`src/rtl/time_display_pkg.sv`:
```
// Shared types and seven-segment constants for the countdown display.
// Segment patterns are active-low with bit order gfedcba.
package time_display_pkg;

  typedef enum logic [1:0] {
    IDLE,
    SHIFT,
    COMMIT
  } conv_state_e;

  localparam logic [6:0] SEG_BLANK = 7'h7F;
  localparam logic [6:0] SEG_0     = 7'h40;
  localparam logic [6:0] SEG_1     = 7'h79;
  localparam logic [6:0] SEG_2     = 7'h24;
  localparam logic [6:0] SEG_3     = 7'h30;
  localparam logic [6:0] SEG_4     = 7'h19;
  localparam logic [6:0] SEG_5     = 7'h12;
  localparam logic [6:0] SEG_6     = 7'h02;
  localparam logic [6:0] SEG_7     = 7'h78;
  localparam logic [6:0] SEG_8     = 7'h00;
  localparam logic [6:0] SEG_9     = 7'h10;

  function automatic logic [6:0] bcd2seg(input logic [3:0] digit);
    case (digit)
      4'd0:    return SEG_0;
      4'd1:    return SEG_1;
      4'd2:    return SEG_2;
      4'd3:    return SEG_3;
      4'd4:    return SEG_4;
      4'd5:    return SEG_5;
      4'd6:    return SEG_6;
      4'd7:    return SEG_7;
      4'd8:    return SEG_8;
      4'd9:    return SEG_9;
      default: return SEG_BLANK;
    endcase
  endfunction

endpackage

```
`src/rtl/bin2bcd_seq.sv`:
```
// Sequential 7-bit binary to two-digit BCD converter (shift-add-3, 7 iterations).
// Inputs above 99 saturate to 99; only the latest differing input is converted.
module bin2bcd_seq
  import time_display_pkg::*;
(
  input  logic       clk,
  input  logic       rst_n,
  input  logic [6:0] bin_i,
  output logic [3:0] tens_o,
  output logic [3:0] ones_o,
  output logic       busy_o
);

  conv_state_e state_q, state_d;
  logic [6:0]  cap_raw_q, cap_raw_d;
  logic        first_q, first_d;
  logic [14:0] work_q, work_d;
  logic [2:0]  bit_q, bit_d;
  logic [3:0]  tens_q, tens_d;
  logic [3:0]  ones_q, ones_d;
  logic [14:0] adj;

  always_comb begin
    // NOTE: every combinational output gets a default first so no path infers a latch.
    state_d   = state_q;
    cap_raw_d = cap_raw_q;
    first_d   = first_q;
    work_d    = work_q;
    bit_d     = bit_q;
    tens_d    = tens_q;
    ones_d    = ones_q;

    adj = work_q;
    if (work_q[14:11] >= 4'd5) adj[14:11] = work_q[14:11] + 4'd3;
    if (work_q[10:7]  >= 4'd5) adj[10:7]  = work_q[10:7]  + 4'd3;

    case (state_q)
      IDLE: begin
        if ((bin_i != cap_raw_q) || first_q) begin
          cap_raw_d = bin_i;
          first_d   = 1'b0;
          work_d    = {8'd0, (bin_i > 7'd99) ? 7'd99 : bin_i};
          bit_d     = 3'd0;
          state_d   = SHIFT;
        end
      end
      SHIFT: begin
        work_d = {adj[13:0], 1'b0};
        bit_d  = bit_q + 3'd1;
        if (bit_q == 3'd6) state_d = COMMIT;
      end
      COMMIT: begin
        tens_d  = work_q[14:11];
        ones_d  = work_q[10:7];
        state_d = IDLE;
      end
      default: state_d = IDLE;
    endcase
  end

  // NOTE: sequential state uses non-blocking assignments so all registers update together.
  always_ff @(posedge clk or negedge rst_n) begin
    if (!rst_n) begin
      state_q   <= IDLE;
      cap_raw_q <= 7'd0;
      first_q   <= 1'b1;
      work_q    <= 15'd0;
      bit_q     <= 3'd0;
      tens_q    <= 4'd0;
      ones_q    <= 4'd0;
    end else begin
      state_q   <= state_d;
      cap_raw_q <= cap_raw_d;
      first_q   <= first_d;
      work_q    <= work_d;
      bit_q     <= bit_d;
      tens_q    <= tens_d;
      ones_q    <= ones_d;
    end
  end

  assign tens_o = tens_q;
  assign ones_o = ones_q;
  assign busy_o = (state_q != IDLE);

endmodule

```
`src/rtl/time_display.sv`:
```
// Countdown display: BCD conversion plus multiplexed active-low 2-digit 7-seg drive.
// Define TIME_DISPLAY_BLINK_EN to flash the display while 0 < value < LOW_TIME.
module time_display
  import time_display_pkg::*;
#(
  parameter int CLK_HZ   = 50_000_000,
  parameter int SCAN_HZ  = 1000,
  parameter int BLINK_HZ = 2,
  parameter int LOW_TIME = 10
) (
  input  logic       clk,
  input  logic       rst_n,
  input  logic [6:0] counter,
  input  logic       en,
  output logic [3:0] bcd_tens,
  output logic [3:0] bcd_ones,
  output logic       busy,
  output logic [6:0] seg,
  output logic [1:0] an
);

  localparam int SCAN_DIV = CLK_HZ / (2 * SCAN_HZ);
  localparam int SCAN_W   = (SCAN_DIV > 1) ? $clog2(SCAN_DIV) : 1;

  bin2bcd_seq u_conv (
    .clk   (clk),
    .rst_n (rst_n),
    .bin_i (counter),
    .tens_o(bcd_tens),
    .ones_o(bcd_ones),
    .busy_o(busy)
  );

  logic [SCAN_W-1:0] scan_cnt_q;
  logic              digit_sel_q;
  logic              blank_blink;
  logic [6:0]        seg_q, seg_d;
  logic [1:0]        an_q, an_d;

  always_ff @(posedge clk or negedge rst_n) begin
    if (!rst_n) begin
      scan_cnt_q  <= '0;
      digit_sel_q <= 1'b0;
    end else if (scan_cnt_q == SCAN_W'(SCAN_DIV - 1)) begin
      scan_cnt_q  <= '0;
      digit_sel_q <= ~digit_sel_q;
    end else begin
      scan_cnt_q  <= scan_cnt_q + 1'b1;
    end
  end

`ifdef TIME_DISPLAY_BLINK_EN
  localparam int BLINK_DIV = CLK_HZ / (2 * BLINK_HZ);
  localparam int BLINK_W   = (BLINK_DIV > 1) ? $clog2(BLINK_DIV) : 1;

  logic [BLINK_W-1:0] blink_cnt_q;
  logic               blink_phase_q;
  logic [6:0]         value;

  always_ff @(posedge clk or negedge rst_n) begin
    if (!rst_n) begin
      blink_cnt_q   <= '0;
      blink_phase_q <= 1'b0;
    end else if (blink_cnt_q == BLINK_W'(BLINK_DIV - 1)) begin
      blink_cnt_q   <= '0;
      blink_phase_q <= ~blink_phase_q;
    end else begin
      blink_cnt_q   <= blink_cnt_q + 1'b1;
    end
  end

  // Blink decision follows the committed digits, so it never flickers mid-conversion.
  assign value       = {3'd0, bcd_tens} * 7'd10 + {3'd0, bcd_ones};
  assign blank_blink = blink_phase_q && (value != 7'd0) && (int'(value) < LOW_TIME);
`else
  logic unused_blink_cfg;
  assign unused_blink_cfg = ^{BLINK_HZ, LOW_TIME};
  assign blank_blink      = 1'b0;
`endif

  always_comb begin
    seg_d = bcd2seg(digit_sel_q ? bcd_tens : bcd_ones);
    an_d  = ~(2'b01 << digit_sel_q);
    if (!en || blank_blink) begin
      seg_d = SEG_BLANK;
      an_d  = 2'b11;
    end
  end

  always_ff @(posedge clk or negedge rst_n) begin
    if (!rst_n) begin
      seg_q <= SEG_BLANK;
      an_q  <= 2'b11;
    end else begin
      seg_q <= seg_d;
      an_q  <= an_d;
    end
  end

  assign seg = seg_q;
  assign an  = an_q;

endmodule

```
`config.mk`:
```
export PLATFORM = sky130hd
export DESIGN_NAME = time_display
export DESIGN_NICKNAME = d
export VERILOG_FILES = /design/src/rtl/time_display_pkg.sv /design/src/rtl/bin2bcd_seq.sv /design/src/rtl/time_display.sv
export SDC_FILE = /design/constraint.sdc
export NUM_CORES = 1
export LEC_CHECK = 0
export CAP_MARGIN = 10
export CORE_MARGIN = 1.5
export CORE_UTILIZATION = 50
export DETAILED_ROUTE_END_ITERATION = 12
export PLACE_DENSITY = 0.71
export SETUP_SLACK_MARGIN = 0.15
export SLEW_MARGIN = 20
export SYNTH_ARGS = -nofsm -noshare
export SYNTH_HDL_FRONTEND = slang
export SYNTH_SLANG_ARGS = --single-unit
```
`constraint.sdc`:
```
create_clock -name clk -period 1.88 [get_ports clk]
set_input_delay 0.376 -clock clk [delete_from_list [all_inputs] [get_ports clk]]
set_output_delay 0.376 -clock clk [all_outputs]
set_load 0.02 [all_outputs]
```
==> metrics, run 1 <==
max frequency=0.590 GHz; total setup violations reported at the end of the flow=0; worst path required time=1.50 ns; hold buffer count at cts=0; detailed-routing iteration count for the pre-antenna-repair pass=5; Setup Skew=0.0108 ns; Die Height=79.3 um; post-synth cell types=40; share of synthesized registers carrying an async set or reset=1.00; pin count of the biggest net entering global routing=62; Area growth, synth to finish=25.0%; maximum level of the CTS H-tree=3; Worst-Margin Slew=0.654 ns; Synth warnings=0; Die Footprint=6290 um^2; count of max-cap constraint violations=0; final-report hold violation count=0; chip width=79.3 um; final instance count without filler cells=394; most frequent cell after synthesis=dfrtp_1; area post-placement=3360 um^2; clock-pin slew of the registers on the worst-case setup and hold paths=0.07 ns; type of the setup path with the least slack=reg2out; Slew headroom=0.563; clock tree sinks=61; Tcrit/Tclk final=0.902; Seq/Total Area, Yosys=0.529; remaining global-route overflow=0; path class of the lowest-slack min-delay path=in2async; area fraction of the dominant cell type after synthesis=0.438; EDFF count, synth=0; Mapped Nets=292; average instance area after synthesis=10.8 um^2; Initial Utilization=0.522; maximum fanout encountered on the critical timing path=5; placed cell count=377; global-route usage over all layers=0.193; cell accounting for the most synthesized area=dfrtp_1; via count=2,074; number of global-route vias before repair=2,067; cell types with the largest area share after synthesis=dfrtp_1 (44%), dfstp_2 (9.0%), nand2_1 (5.3%), ha_1 (5.2%), mux2_2 (5.0%); count of mapped cells out of synthesis=270; final routed wire length divided by cell count=13.9 um; detailed-route DRC error count=0; DR vias/cell=5.26; PD cells=1450 nW/um^2; final-stage net count=339; Antenna Violating Nets Remaining=0; share of final-layout standard cells stronger than drive strength 1=0.224; total wirelength of the detailed-routed design=5.49 mm; final critical-path required period=1.70 ns; static leakage=1.72 nW; Netlist Area Pre-Place=2910 um^2; top cells by instance count after synthesis=dfrtp_1 (51), nand2_1 (41), o21ai_0 (24), nor2_1 (20), xor2_1 (15); outcome=finished clean; top_reg_cell synth=dfrtp_1; IR Drop Worst-Case VDD=0.000846 V; routability cong.=0.832; total half-perimeter wirelength after legalization and detailed placement=3.59 mm; setup slack on the worst flop-to-flop path=0.24 ns; RSZ-0062 raised after global routing=yes; Iteration-0 DRC Markers=70; data arrival time of the worst path=1.32 ns; Worst setup SP type=register; CTS tree=yes; crit path max-delay cell type=or2_2; ordered cell list for the critical path=or2_2, clkbuf_2; number of buffers added by the clock tree synthesis step=9; first-pass GRT wire length=9.33 mm; clock latency reported for the late side of the worst-skew pair=0.34 ns; buffers added on ports=27; antenna violations before repair=0; count of buffering cells on the critical path with inverters included=1; Core Rows=27; CP peak stage delay=0.40 ns; Final Cell Area=3640 um^2; I/O pins=28; Top Family by Delay on Critical Path=simple AND/OR/NAND/NOR gates; final slew viol count=0; buffer cell driving the clock tree root=clkbuf_8; total of flip-flops plus latches after synthesis=61; Bufs on Longest Clock Path=2; antenna cell count=0; core area=5570 um^2; endpoint type of the worst setup path=output port
-- stage by stage --
| stage | hold slack [ns] | TNS [ns] | utilization | setup slack [ns] | power, mW |
|---|---|---|---|---|---|
| after floorplan | 0.0804 | 0 | - | 0.216 | 3.33 |
| after global placement | 0.410 | -2.62 | 0.604 | -0.280 | 3.96 |
| after detailed placement | 0.414 | -3.96 | 0.604 | -0.328 | 4.02 |
| after CTS | 0.0358 | 0 | 0.640 | 0.0498 | 5.24 |
| after global routing | 0.0644 | 0 | 0.653 | 0.0953 | 5.65 |
| final | 0.0277 | 0 | 0.653 | 0.184 | 5.28 |
-- cell type report --
| class | count | area [um^2] |
|---|---|---|
| repair buffers | 41 | 388 |
| fillers | 444 | 1940 |
| inverters | 9 | 33.8 |
| multi-input cells | 195 | 1380 |
| clock buffers | 11 | 131 |
| clock inverters | 5 | 75.1 |
| flip-flops and latches | 61 | 1540 |
| well taps | 72 | 90.1 |
-- cell families after synthesis --
| family | Yosys count | share of synthesized area |
|---|---|---|
| xor+xnor | 22 | 0.0662 |
| fa+ha+maj | 12 | 0.0516 |
| mux | 21 | 0.0795 |
| buf+inv | 15 | 0.0228 |
| compound gates | 43 | 0.0855 |
| simple gates | 96 | 0.166 |
| flops | 61 | 0.529 |
-- registers in the layout, indices dropped and copies added, names as in the netlist --
name	count
u_conv.state_q	2
scan_cnt_q	15
u_conv.tens_o	4
u_conv.ones_o	4
an	2
digit_sel_q	1
seg	7
u_conv.first_q	1
u_conv.cap_raw_q	7
u_conv.work_q	15
u_conv.bit_q	3
-- power by group --
part	internal [mW]	leakage [nW]	switching, mW
clock	0.740	0.107	0.501
sequential	1.77	0.752	0.306
combinational	0.848	0.857	1.12
-- layer usage --
| metal | vias to the layer above | track usage | routed length (um) | part of all wire |
|---|---|---|---|---|
| met5 | - | 0 | 0 | 0 |
| met4 | 0 | 0.116 | 97 | 0.018 |
| met3 | 10 | 0.0402 | 201 | 0.037 |
| met2 | 42 | 0.311 | 2740 | 0.50 |
| met1 | 1010 | 0.238 | 2450 | 0.45 |
| li1 | 1012 | - | - | - |
-- worst paths after layout --
kind,startpoint,endpoint,cells past startpoint
setup / recovery,u_conv.state_q[0],busy,2
hold / removal,rst_n,u_conv.tens_o[0],2
setup reg to reg,scan_cnt_q[2],scan_cnt_q[11],5
hold reg to reg,u_conv.work_q[6],u_conv.work_q[6],2
max in group asynchronous,rst_n,u_conv.first_q,2
min in group clk,counter[2],u_conv.work_q[2],4
-- repair_timing --
| action | in CTS | in global routing |
|---|---|---|
| endpoints found under the setup margin | 23 | 21 |
| cloned | 0 | 1 |
| setup buffers | 0 | 0 |
| pin swaps | 0 | 6 |
| resized for setup | 18 | 15 |
-- placed cells by master, fill, tap and decap left out, drive strengths merged, types with 7 or more instances in the layout --
cell type,n
nand2,41
buf,15
nand3,8
mux2i,7
ha,12
inv,9
xor2,15
nor2,20
o21ai,24
mux2,14
dfrtp,51
dfstp,10
a21oi,11
dlygate4sd2,14
xnor2,7
clkbuf,12
Power figures use the tool's default switching activity.
==> inputs of run 2 (changes only) <==
--- a/config.mk
+++ b/config.mk
@@ -8,6 +8,7 @@
 export CAP_MARGIN = 10
 export CORE_MARGIN = 1.5
 export CORE_UTILIZATION = 50
+export CTS_CLUSTER_DIAMETER = 200
 export DETAILED_ROUTE_END_ITERATION = 12
 export PLACE_DENSITY = 0.71
 export SETUP_SLACK_MARGIN = 0.15
==> results of run 2 <==
Final layout, timing and power as in run 1 (identical DEF).
==> inputs of run 3 (changes only) <==
--- a/config.mk
+++ b/config.mk
@@ -10,7 +10,7 @@
 export CORE_UTILIZATION = 50
 export CTS_CLUSTER_DIAMETER = 200
 export DETAILED_ROUTE_END_ITERATION = 12
-export PLACE_DENSITY = 0.71
+export PLACE_DENSITY = 0.74
 export SETUP_SLACK_MARGIN = 0.15
 export SLEW_MARGIN = 20
 export SYNTH_ARGS = -nofsm -noshare
==> constraint.sdc (replaced) <==
create_clock -name clk -period 1.5 [get_ports clk]
set_input_delay 0.3 -clock clk [delete_from_list [all_inputs] [get_ports clk]]
set_output_delay 0.3 -clock clk [all_outputs]
set_load 0.02 [all_outputs]
==> metrics, run 3 (synthesis gave the netlist of run 1 again) <==
Final Cell Area=4100 um^2 (+13%); area of the multi-input gates=1590 um^2 (+15%); total of fill cells in the finished design=368 (-17%); pin count of the biggest net entering global routing=62 (unchanged); Antenna Violating Nets Remaining=0 (unchanged); Tcrit/Tclk final=1.09; largest registers in the final layout=scan_cnt_q: 15 flops, u_conv.work_q: 15 flops; ordered cell list for the critical path=xor2_1, nor4_2, buf_4, a21oi_4, buf_6, a32oi_1, o21ai_1; setup slack on the worst flop-to-flop path=-0.13 ns (-0.37 ns); final slew viol count=0 (unchanged); type of the setup path with the least slack=reg2reg; storage element area=1540 um^2 (+0.16%); worst path required time=1.71 ns (+0.21 ns); Worst setup SP type=register; final critical-path required period=1.63 ns; hold_ws=0.419 ns (+0.391 ns); Iteration-0 DRC Markers=129 (+84%); outcome=finished with violations; total wirelength of the detailed-routed design=6.90 mm (+26%); final setup slack of the worst path=-0.132 ns (-0.315 ns); final routed wire length divided by cell count=15.9 um (+14%); Slew headroom=0.751 (+0.188); data arrival time of the worst path=1.84 ns (+0.52 ns); maximum level of the CTS H-tree=3 (unchanged); Area growth, synth to finish=40.8%; RSZ-0062 raised after global routing=yes; Die Footprint=6290 um^2 (unchanged); clock latency reported for the late side of the worst-skew pair=0.34 ns (about the same); crit path max-delay cell type=dfrtp_1; Core Rows=27 (unchanged); detailed-route DRC error count=0 (unchanged); clock-pin slew of the registers on the worst-case setup and hold paths=0.06 ns (about the same); highest-count cells in the layout ignoring fill and taps=dfrtp_1 (49), buf_4 (41), nand2_1 (34); number of buffers added by the clock tree synthesis step=9 (unchanged); final-report hold violation count=0 (unchanged); Bufs on Longest Clock Path=2 (unchanged); max frequency=0.613 GHz; final standard cell utilization of the core=0.736 (+0.0828); static leakage=1.88 nW (+9.5%); chip width=79.3 um (unchanged); global-route usage over all layers=0.224 (+0.0313); Overall Power=7.56 mW (+43%); via count=2,349 (+13%); startpoint of the lowest-slack hold path=counter[0]; most common cell after layout, fill and taps aside=dfrtp_1; DR vias/cell=5.40 (+2.6%); remaining global-route overflow=0 (unchanged); Setup Skew=0.0124 ns (+0.00160 ns); buffer cell driving the clock tree root=clkbuf_8; violated checks=negative setup slack; maximum fanout encountered on the critical timing path=5 (unchanged); share of final-layout standard cells stronger than drive strength 1=0.463 (+0.239); endpoint type of the worst setup path=register; routability cong.=0.860 (+3.4%); critical register-to-register path startpoint=u_conv.cap_raw_q[4]; CP peak stage delay=0.38 ns (-0.02 ns); buffers added on ports=27 (unchanged); PD cells=1840 nW/um^2 (+27%); number of global-route vias before repair=2,320 (+12%); crit path launch=u_conv.cap_raw_q[4]; Initial Utilization=0.522 (unchanged); count of max-cap constraint violations=0 (unchanged); first-pass GRT wire length=10.8 mm (+16%); Die Height=79.3 um (unchanged); final-stage net count=380 (+12%); count of buffering cells on the critical path with inverters included=2 (+1); clock tree sinks=61 (unchanged); IR Drop Worst-Case VDD=0.00112 V (+32%); Worst-Margin Slew=0.366 ns (-0.287 ns); I/O pins=28 (unchanged); core area=5570 um^2 (unchanged); Top Family by Delay on Critical Path=flip-flops; antenna violations before repair=0 (unchanged); CTS tree=yes; total setup violations reported at the end of the flow=19 (+19); detailed-routing iteration count for the pre-antenna-repair pass=4 (-1); path class of the lowest-slack min-delay path=in2reg; total half-perimeter wirelength after legalization and detailed placement=3.95 mm (+10%); antenna cell count=0 (unchanged); area post-placement=3570 um^2 (+6.1%)
-- run 3: cell count changes in the layout (fill, tap and decap cells not counted), moves of 9 or more --
| cell | previous run | this run |
|---|---|---|
| nor2_1 | 20 | 10 |
| buf_2 | 1 | 16 |
| o21ai_1 | 1 | 13 |
| buf_4 | 12 | 41 |
| dlygate4sd2_1 | 14 | 5 |
| buf_6 | 0 | 13 |
| o21ai_0 | 23 | 7 |
-- run 3: metal layers --
layer,vias up,track usage,wire [um]
li1,1096,-,-
met2,62,0.374,3490
met1,1171,0.283,2960
met5,-,0,0
met3,20,0.0356,232
met4,0,0.112,219
-- run 3: final cells by class --
class,instances,share of cell area
flip-flops and latches,61,0.376
clock buffers,15,0.0430
repair buffers,82,0.161
well taps,72,0.0220
inverters,9,0.0101
clock inverters,1,0.00122
multi-input cells,195,0.387
-- run 3: timing repair --
action                                 4_1_cts  5_1_grt
hold buffers                                 1        0
gates cloned                                 1        0
endpoints found under the hold margin       51        0
pin swaps                                   27       19
setup endpoints to repair                   55       50
gates resized for setup                    122       32
buffers inserted                             7       11
-- run 3: final timing paths --
| kind | to | cells after the start |
|---|---|---|
| worst max register to register | u_conv.work_q[4] | 7 |
| max in group asynchronous | u_conv.first_q | 3 |
| worst min-delay path | u_conv.work_q[0] | 3 |
| worst max-delay path | u_conv.work_q[4] | 7 |
| min in group asynchronous | u_conv.work_q[14] | 3 |
| worst min register to register | u_conv.work_q[6] | 2 |
-- run 3: power breakdown --
| part | total [mW] | internal (mW) | switching, mW | leakage, nW |
|---|---|---|---|---|
| Combinational | 3.58 | 1.65 | 1.92 | 1.04 |
| Sequential | 2.62 | 2.21 | 0.401 | 0.749 |
| Clock | 1.36 | 0.736 | 0.628 | 0.0937 |
| Total | 7.56 | 4.60 | 2.95 | 1.88 |
-- run 3: metrics by stage --
step	std cells	worst slack, ns	TNS, ns
final	435	-0.132	-0.972
after global routing	435	-0.159	-2.63
after CTS	424	-0.121	-0.589
after detailed placement	399	-0.570	-10.93
after global placement	399	-0.495	-9.87
after floorplan	270	-0.0353	-0.180
-- run 3: worst register-to-register path, stage by stage, from the launching register on --
cell and delay [ns]:
dfrtp_1 0.38, xor2_1 0.16, nor4_2 0.30, buf_4 0.19
a21oi_4 0.08, buf_6 0.13, a32oi_1 0.17, o21ai_1 0.10
